**config.mk**
```make
export PLATFORM = sky130hd
export DESIGN_NAME = sr_reg_bank
export DESIGN_NICKNAME = d
export VERILOG_FILES = /design/src/rtl/sr_reg_pkg.sv /design/src/rtl/sr_cell.sv /design/src/rtl/sr_reg_bank.sv
export SDC_FILE = /design/constraint.sdc
export NUM_CORES = 1
export LEC_CHECK = 0
export ABC_CLOCK_PERIOD_IN_PS = 4200
export BUFFER_PORTS_ARGS = -buffer_cell sky130_fd_sc_hd__clkbuf_2
export CAP_MARGIN = 5
export CORE_MARGIN = 2
export CORE_UTILIZATION = 54
export CTS_CLUSTER_SIZE = 10
export DETAILED_ROUTE_END_ITERATION = 10
export HOLD_SLACK_MARGIN = 0.03
export PLACE_DENSITY = 0.83
export SLEW_MARGIN = 10
export SYNTH_ARGS = -nofsm -noshare
export SYNTH_HDL_FRONTEND = slang
export SYNTH_SLANG_ARGS = --single-unit
```
**constraint.sdc**
```tcl
create_clock -name clk -period 4.2 [get_ports clk]
set_input_delay 0.84 -clock clk [delete_from_list [all_inputs] [get_ports clk]]
set_output_delay 0.84 -clock clk [all_outputs]
set_load 0.01 [all_outputs]
```
**src/rtl/sr_reg_pkg.sv**
```systemverilog
// Shared types and defaults for the SR register bank.
package sr_reg_pkg;

   // How a channel resolves a simultaneous set and reset request.
   typedef enum logic [1:0] {
      SR_MODE_HOLD    = 2'd0,
      SR_MODE_SET_DOM = 2'd1,
      SR_MODE_RST_DOM = 2'd2,
      SR_MODE_TOGGLE  = 2'd3
   } sr_mode_t;

   localparam int SR_CNT_W_DEF = 8;

endpackage

```
**src/rtl/sr_cell.sv**
```systemverilog
// One SR channel: registered state, rising-edge pulse and sticky conflict flag.
module sr_cell
   import sr_reg_pkg::*;
#(
   parameter sr_mode_t MODE    = SR_MODE_HOLD,
   parameter logic     RST_BIT = 1'b1
) (
   input  logic clk,
   input  logic rst,
   input  logic en,
   input  logic s,
   input  logic r,
   input  logic clr_err,
   output logic q,
   output logic q_rise,
   output logic conflict_flag
);

   logic r_q;
   logic r_rise;
   logic r_flag;
   logic w_q_nxt;
   logic w_conflict;

   assign w_conflict = en & s & r;

   always_comb begin
      w_q_nxt = r_q;
      if (en) begin
         case ({s, r})
            2'b10:   w_q_nxt = 1'b1;
            2'b01:   w_q_nxt = 1'b0;
            2'b11: begin
               case (MODE)
                  SR_MODE_SET_DOM: w_q_nxt = 1'b1;
                  SR_MODE_RST_DOM: w_q_nxt = 1'b0;
                  SR_MODE_TOGGLE:  w_q_nxt = ~r_q;
                  default:         w_q_nxt = r_q;
               endcase
            end
            default: w_q_nxt = r_q;
         endcase
      end
   end

   // Clear takes effect before a same-edge conflict is captured.
   always_ff @(posedge clk) begin
      if (rst) begin
         r_q    <= RST_BIT;
         r_rise <= 1'b0;
         r_flag <= 1'b0;
      end else begin
         r_q    <= w_q_nxt;
         r_rise <= ~r_q & w_q_nxt;
         r_flag <= (r_flag & ~clr_err) | w_conflict;
      end
   end

   assign q             = r_q;
   assign q_rise        = r_rise;
   assign conflict_flag = r_flag;

endmodule

```
**src/rtl/sr_reg_bank.sv**
```systemverilog
// Bank of N independent SR channels with a shared saturating conflict counter.
module sr_reg_bank
   import sr_reg_pkg::*;
#(
   parameter int             N       = 8,
   parameter sr_mode_t       MODE    = SR_MODE_HOLD,
   parameter logic [N-1:0]   RST_VAL = {N{1'b1}},
   parameter int             CNT_W   = SR_CNT_W_DEF
) (
   input  logic             clk,
   input  logic             rst,
   input  logic             en,
   input  logic [N-1:0]     s,
   input  logic [N-1:0]     r,
   input  logic             clr_err,
   output logic [N-1:0]     q,
   output logic [N-1:0]     q_rise,
   output logic [N-1:0]     conflict_flag,
   output logic [CNT_W-1:0] conflict_cnt
);

   localparam logic [CNT_W-1:0] CNT_MAX = {CNT_W{1'b1}};

   logic [CNT_W-1:0] r_cnt;
   logic             w_any_conflict;

   assign w_any_conflict = en & (|(s & r));

   for (genvar i = 0; i < N; i++) begin : g_cell
      sr_cell #(
         .MODE    (MODE),
         .RST_BIT (RST_VAL[i])
      ) u_cell (
         .clk           (clk),
         .rst           (rst),
         .en            (en),
         .s             (s[i]),
         .r             (r[i]),
         .clr_err       (clr_err),
         .q             (q[i]),
         .q_rise        (q_rise[i]),
         .conflict_flag (conflict_flag[i])
      );
   end

   // A clear coinciding with a new conflict leaves the count at exactly one.
   always_ff @(posedge clk) begin
      if (rst) begin
         r_cnt <= '0;
      end else if (clr_err) begin
         r_cnt <= w_any_conflict ? CNT_W'(1) : '0;
      end else if (w_any_conflict && (r_cnt != CNT_MAX)) begin
         r_cnt <= r_cnt + CNT_W'(1);
      end
   end

   assign conflict_cnt = r_cnt;

endmodule

```
* Word level (Yosys, flattened, before mapping)
Index checks and enable logic that the tools add are counted.
Operators by class: eq/ne operators 17, add/subtract/negate cells 1, reductions and logical operators 3, muxes and demuxes 19, bitwise logic cells 51
Operators with widths (count):
- $and A1 B1 Y1 | 33
- $eq A2 B1 Y1 const B | 8
- $eq A2 B2 Y1 const B | 8
- $mux W8 | 2
- $pmux W1 S2 | 8
- $mux W1 | 9
- $not A1 Y1 | 9
- $add A8 B1 Y8 const B | 1
- $and A8 B8 Y8 | 1
- $ne A8 B8 Y1 const B | 1
- $or A1 B1 Y1 | 8
- $reduce_or A8 Y1 | 1
- $reduce_bool A2 Y1 | 1
- $logic_and A1 B1 Y1 | 1
Storage, ports and cells: bits in registers 32, word-level logic and storage cells 116, output and inout bits 32, input port bits 20

* Logic depth before layout (Yosys ltp)
depth in word-level cells 6, depth in mapped cells 6, mapped depth without buffers 5

* By module
A second synthesis with hierarchy kept.
Second synthesis, totals: cells, all modules 162, area, all modules 1549.0 um^2
Modules (own cells, without submodules):
- sr_cell | cells an instance 13, times used 8, sequential area each 60.1 um^2, area an instance 130.1 um^2
- sr_reg_bank | cells an instance 58, times used 1, sequential area each 160.2 um^2, area an instance 508.0 um^2

* Worst setup path after synthesis
Ideal clock, no wire load.
path type input to register, from in s[4], to reg r_cnt[0] (netlist: conflict_cnt[0]), required time 4.113 ns, buffers on the path 1, arrival time 2.261 ns, path slack 1.852 ns, library setup time 0.087 ns, cell stages on the path 6, cells stage by stage ha_1 or4_1 o21a_1 buf_6 a2111o_1 o31ai_1
On the way: cells in the longest elaborated chain, start to end 5, elaborated cells between the ends (all ways) 7, those cells by class 2 x mux; 2 x bitwise; 3 x reduce/logical
Ends and longest elaborated chain:
- start, declared | RTL line sr_reg_bank.sv:13 | input logic [N-1:0] s,
- $and A8 B8 Y8 * | RTL line sr_reg_bank.sv:27 | assign w_any_conflict = en & (|(s & r));
- $reduce_or A8 Y1 * | RTL line sr_reg_bank.sv:27
- $and A1 B1 Y1 * | RTL line sr_reg_bank.sv:27
- $mux W1 or $logic_and A1 B1 Y1 (tied branches) | RTL line sr_reg_bank.sv:51, sr_reg_bank.sv:52
- $mux W8 or $reduce_bool A2 Y1 (tied branches)
- end signal, assigned | RTL line sr_reg_bank.sv:51 | r_cnt <= w_any_conflict ? CNT_W'(1) : '0;
- end signal, assigned | RTL line sr_reg_bank.sv:53 | r_cnt <= r_cnt + CNT_W'(1);
- end, declared | RTL line sr_reg_bank.sv:24 | logic [CNT_W-1:0] r_cnt;
Every way passes the cells marked *; elsewhere a longest branch is shown, timed or not. A chain may end at the register's enable or synchronous reset.

* Worst setup path in the final report
from in s[4], to reg r_cnt[4] (netlist: conflict_cnt[4])
On the way: cells in the longest elaborated chain, start to end 5
Ends and longest elaborated chain:
- $and A8 B8 Y8 | RTL line sr_reg_bank.sv:27
- $reduce_or A8 Y1 | RTL line sr_reg_bank.sv:27
- $and A1 B1 Y1 | RTL line sr_reg_bank.sv:27
- $logic_and A1 B1 Y1 | RTL line sr_reg_bank.sv:52 | end else if (w_any_conflict && (r_cnt != CNT_MAX)) begin
- $reduce_bool A2 Y1 (no line)
No other way between the ends.

==> metrics <==
outcome completed; fraction of final layout cells sized beyond drive strength 1 29.7%; wire length reported by the detailed router ~3200 um; drt drc 0; Static Leakage 0.821 nW; Root Driver clkbuf_4; first-pass GRT wire length 4980 um; number of input and output port buffers inserted just over 50; Worst Setup Start Kind primary input; Final HPWL DP 2340 um; antenna-violating nets left 0; mean cell area of the mapped netlist 9.74 um^2; register clock-pin slew on the reported worst setup and hold paths 0.09 ns; RSZ-0062 raised after global routing false; via count of the first global-routing pass 1117; net count of the finished layout 239; total of flip-flops plus latches after synthesis 32; most frequently used cell type in the post-synthesis netlist dfxtp_1; number of pins exceeding their max-slew limit in the final report 0; maximum net fanout on the critical path 7; die area 0.00360 mm^2; power per standard cell area 324 mW/mm^2; final hold violation count 0; number of synthesized flops with an enable pin 0; clock period minus worst slack 2.21 ns; Inserted Clock Buffers 5; Synth area leader dfxtp_1; grt met3 use 6.49%; Setup TNS Final 0 ns; predominant post-synthesis flop cell dfxtp_1; measured slew at the worst slew-check pin approximately 0.68 ns; netlist area before placement 0.00169 mm^2; cell count of the worst reg-to-reg path 5; total nets after synthesis 211; library cells used by synthesis 31; hold worst-path end g_cell[7].u_cell.q_rise; floorplan die width around 60 um; effective utilization at floorplan 56.0%; top cells by area in the synthesized netlist dfxtp_1 (38%), ha_1 (13%), buf_4 (11%), nor2b_1 (6.3%), a32o_1 (4.7%); average via count per standard cell 5.35; H-tree depth reported by CTS 2; placement row count 20; final weighted congestion of routability-driven global placement 0.916; clock tree from TritonCTS done; antenna diode count 0; initial antenna violation count 0; path category of the worst min-delay check reg2reg; overall power of the completed layout 0.602 mW; proportion of synthesized flip-flops having asynchronous set or reset 0%; Final Hold Slack roughly 0.44 ns; Crit Reg-Reg Startpoint conflict_cnt[0]; routing layer with the top usage in global route met2; worst setup timing slack at the placement stage 1.66 ns; DRC marker count from the first detailed-route iteration 87; count of warnings emitted by yosys 0; global-route usage over all layers about a fifth; Arr. time, crit path 2.47 ns; final clock skew 0.00326 ns; clock latency on the worst-skew pair ~0.33 ns; count of clock tree sinks 32; number of instances on the worst hold path 1; Worst Hold Launch g_cell[7].u_cell.q; detailed-route wire length per cell 12.8 um; via count 1317; met1 usage in global routing 24.8%; worst setup margin 1.99 ns; required time reported for the critical path endpoint 4.46 ns; period utilization 52.7%; reg-to-reg slack, setup about 2.6 ns; post-CTS sizing 0; number of setup violations in the final report 0; Worst R2R End conflict_cnt[0]; share of the synthesized area in the top cell type a little under two fifths; portion of the post-synthesis area used by sequential elements around 38%; Post-Syn Instances about 170; Layout Utilization 61.4%; global routing met2 resource utilization approximately 29%; CTS Hold Buffers Added 0; commonest cells in the netlist dfxtp_1 (32), buf_4 (24), ha_1 (17), nor2b_1 (17), inv_1 (10); maximum number of pins on one net before global-route repair 15; Fmax 452 MHz; grt total ovfl 0; Clock Path Buffers 2; Layout fillers 265; Peak VDD IR 0.168 mV; P&R area growth vs syn 9.75%; number of detailed-route iterations in the first pass 6; number of buffers inserted to repair setup after CTS 0; worst max-slew margin expressed relative to the limit 54.6%; kind of critical path in2reg; Top-Level Pins 52; CORE AREA 0.00303 mm^2; Worst setup EP type register; die boundary height 60.0 um; max cap viols 0
routing by layer:
| layer | wire length, um | vias to the layer above |
|---|---|---|
| met5 | 0 | - |
| li1 | - | 662 |
| met2 | 1480 | 40 |
| met1 | 1420 | 609 |
| met3 | 198 | 6 |
| met4 | 54 | 0 |
metrics by stage:
step,area (um^2),cells
finish,1860,246
global route,1860,246
CTS,1860,246
detailed placement,1790,239
global placement,1790,239
floorplan,1690,174
cell type report:
class / count / area [um^2] / share of cell area, %
multi-input combinational: 102 / 806 / 43.3
sequential: 32 / 641 / 34.5
clock buffer: 7 / 65.1 / 3.50
inverter: 10 / 37.5 / 2.02
tap: 44 / 55.1 / 2.96
timing repair buffer: 51 / 255 / 13.7
power by group:
part | leakage (nW) | internal, mW | switching, mW
sequential | 0.261 | 0.315 | 0.00768
combinational | 0.523 | 0.0379 | 0.0460
clock | 0.0374 | 0.0948 | 0.101
total | 0.821 | 0.447 | 0.155
cell usage in the layout, fill, tap and decap left out:
cell | netlist | final
a2111o_1 | 1 | 1
a211o_1 | 8 | 8
a21oi_1 | 6 | 6
a31oi_1 | 1 | 1
a32o_1 | 8 | 8
a41oi_1 | 1 | 1
and4_1 | 1 | 1
and4_2 | 1 | 1
clkbuf_2 | 0 | 51
clkbuf_4 | 0 | 5
clkbuf_8 | 0 | 2
dfxtp_1 | 32 | 32
ha_1 | 17 | 17
inv_1 | 10 | 10
nand2_1 | 4 | 4
nand2b_1 | 2 | 2
nand3_1 | 4 | 4
nand4b_1 | 1 | 1
nor2_1 | 2 | 2
nor2b_1 | 17 | 17
nor3_1 | 7 | 7
nor4_1 | 1 | 1
nor4b_1 | 8 | 8
o2111a_1 | 1 | 1
o21a_1 | 1 | 1
o21ai_0 | 2 | 2
o21ai_1 | 1 | 1
o31ai_1 | 2 | 2
o41ai_1 | 1 | 1
or2_2 | 1 | 1
or4_1 | 3 | 3
state kept, by name (all words and copies together) (netlist names):
register / count
conflict_cnt: 8
g_cell.u_cell.q_rise: 8
g_cell.u_cell.conflict_flag: 8
g_cell.u_cell.q: 8
critical path, cell delays in order:
cell and delay [ns]:
clkbuf_2 0.10, ha_1 0.19, or4_1 0.56, o21ai_1 0.46, nor3_1 0.13, nor3_1 0.19
worst max path at each step:
stage | depth (start not counted) | from | endpoint | slack (ns)
after floorplan | 6 | s[4] | conflict_cnt[0] | 1.85
after global placement | 6 | s[4] | conflict_cnt[0] | 1.70
after detailed placement | 6 | s[4] | conflict_cnt[0] | 1.66
after CTS | 6 | s[4] | conflict_cnt[0] | 2.00
after global routing | 6 | s[4] | conflict_cnt[1] | 1.84
final | 6 | s[4] | conflict_cnt[4] | 1.99
cell families (layout without fill, tap and decap cells):
family	count (synthesis)	in the layout	share of synthesized area, %
DFF	32	32	37.8
adders and majority gates	17	17	12.6
and+or+nand+nor	52	52	19.4
buffers and inverters	40	68	14.6
AOI/OAI and AO/OA	33	33	15.6
No activity file was read; power rests on OpenSTA's default activity.
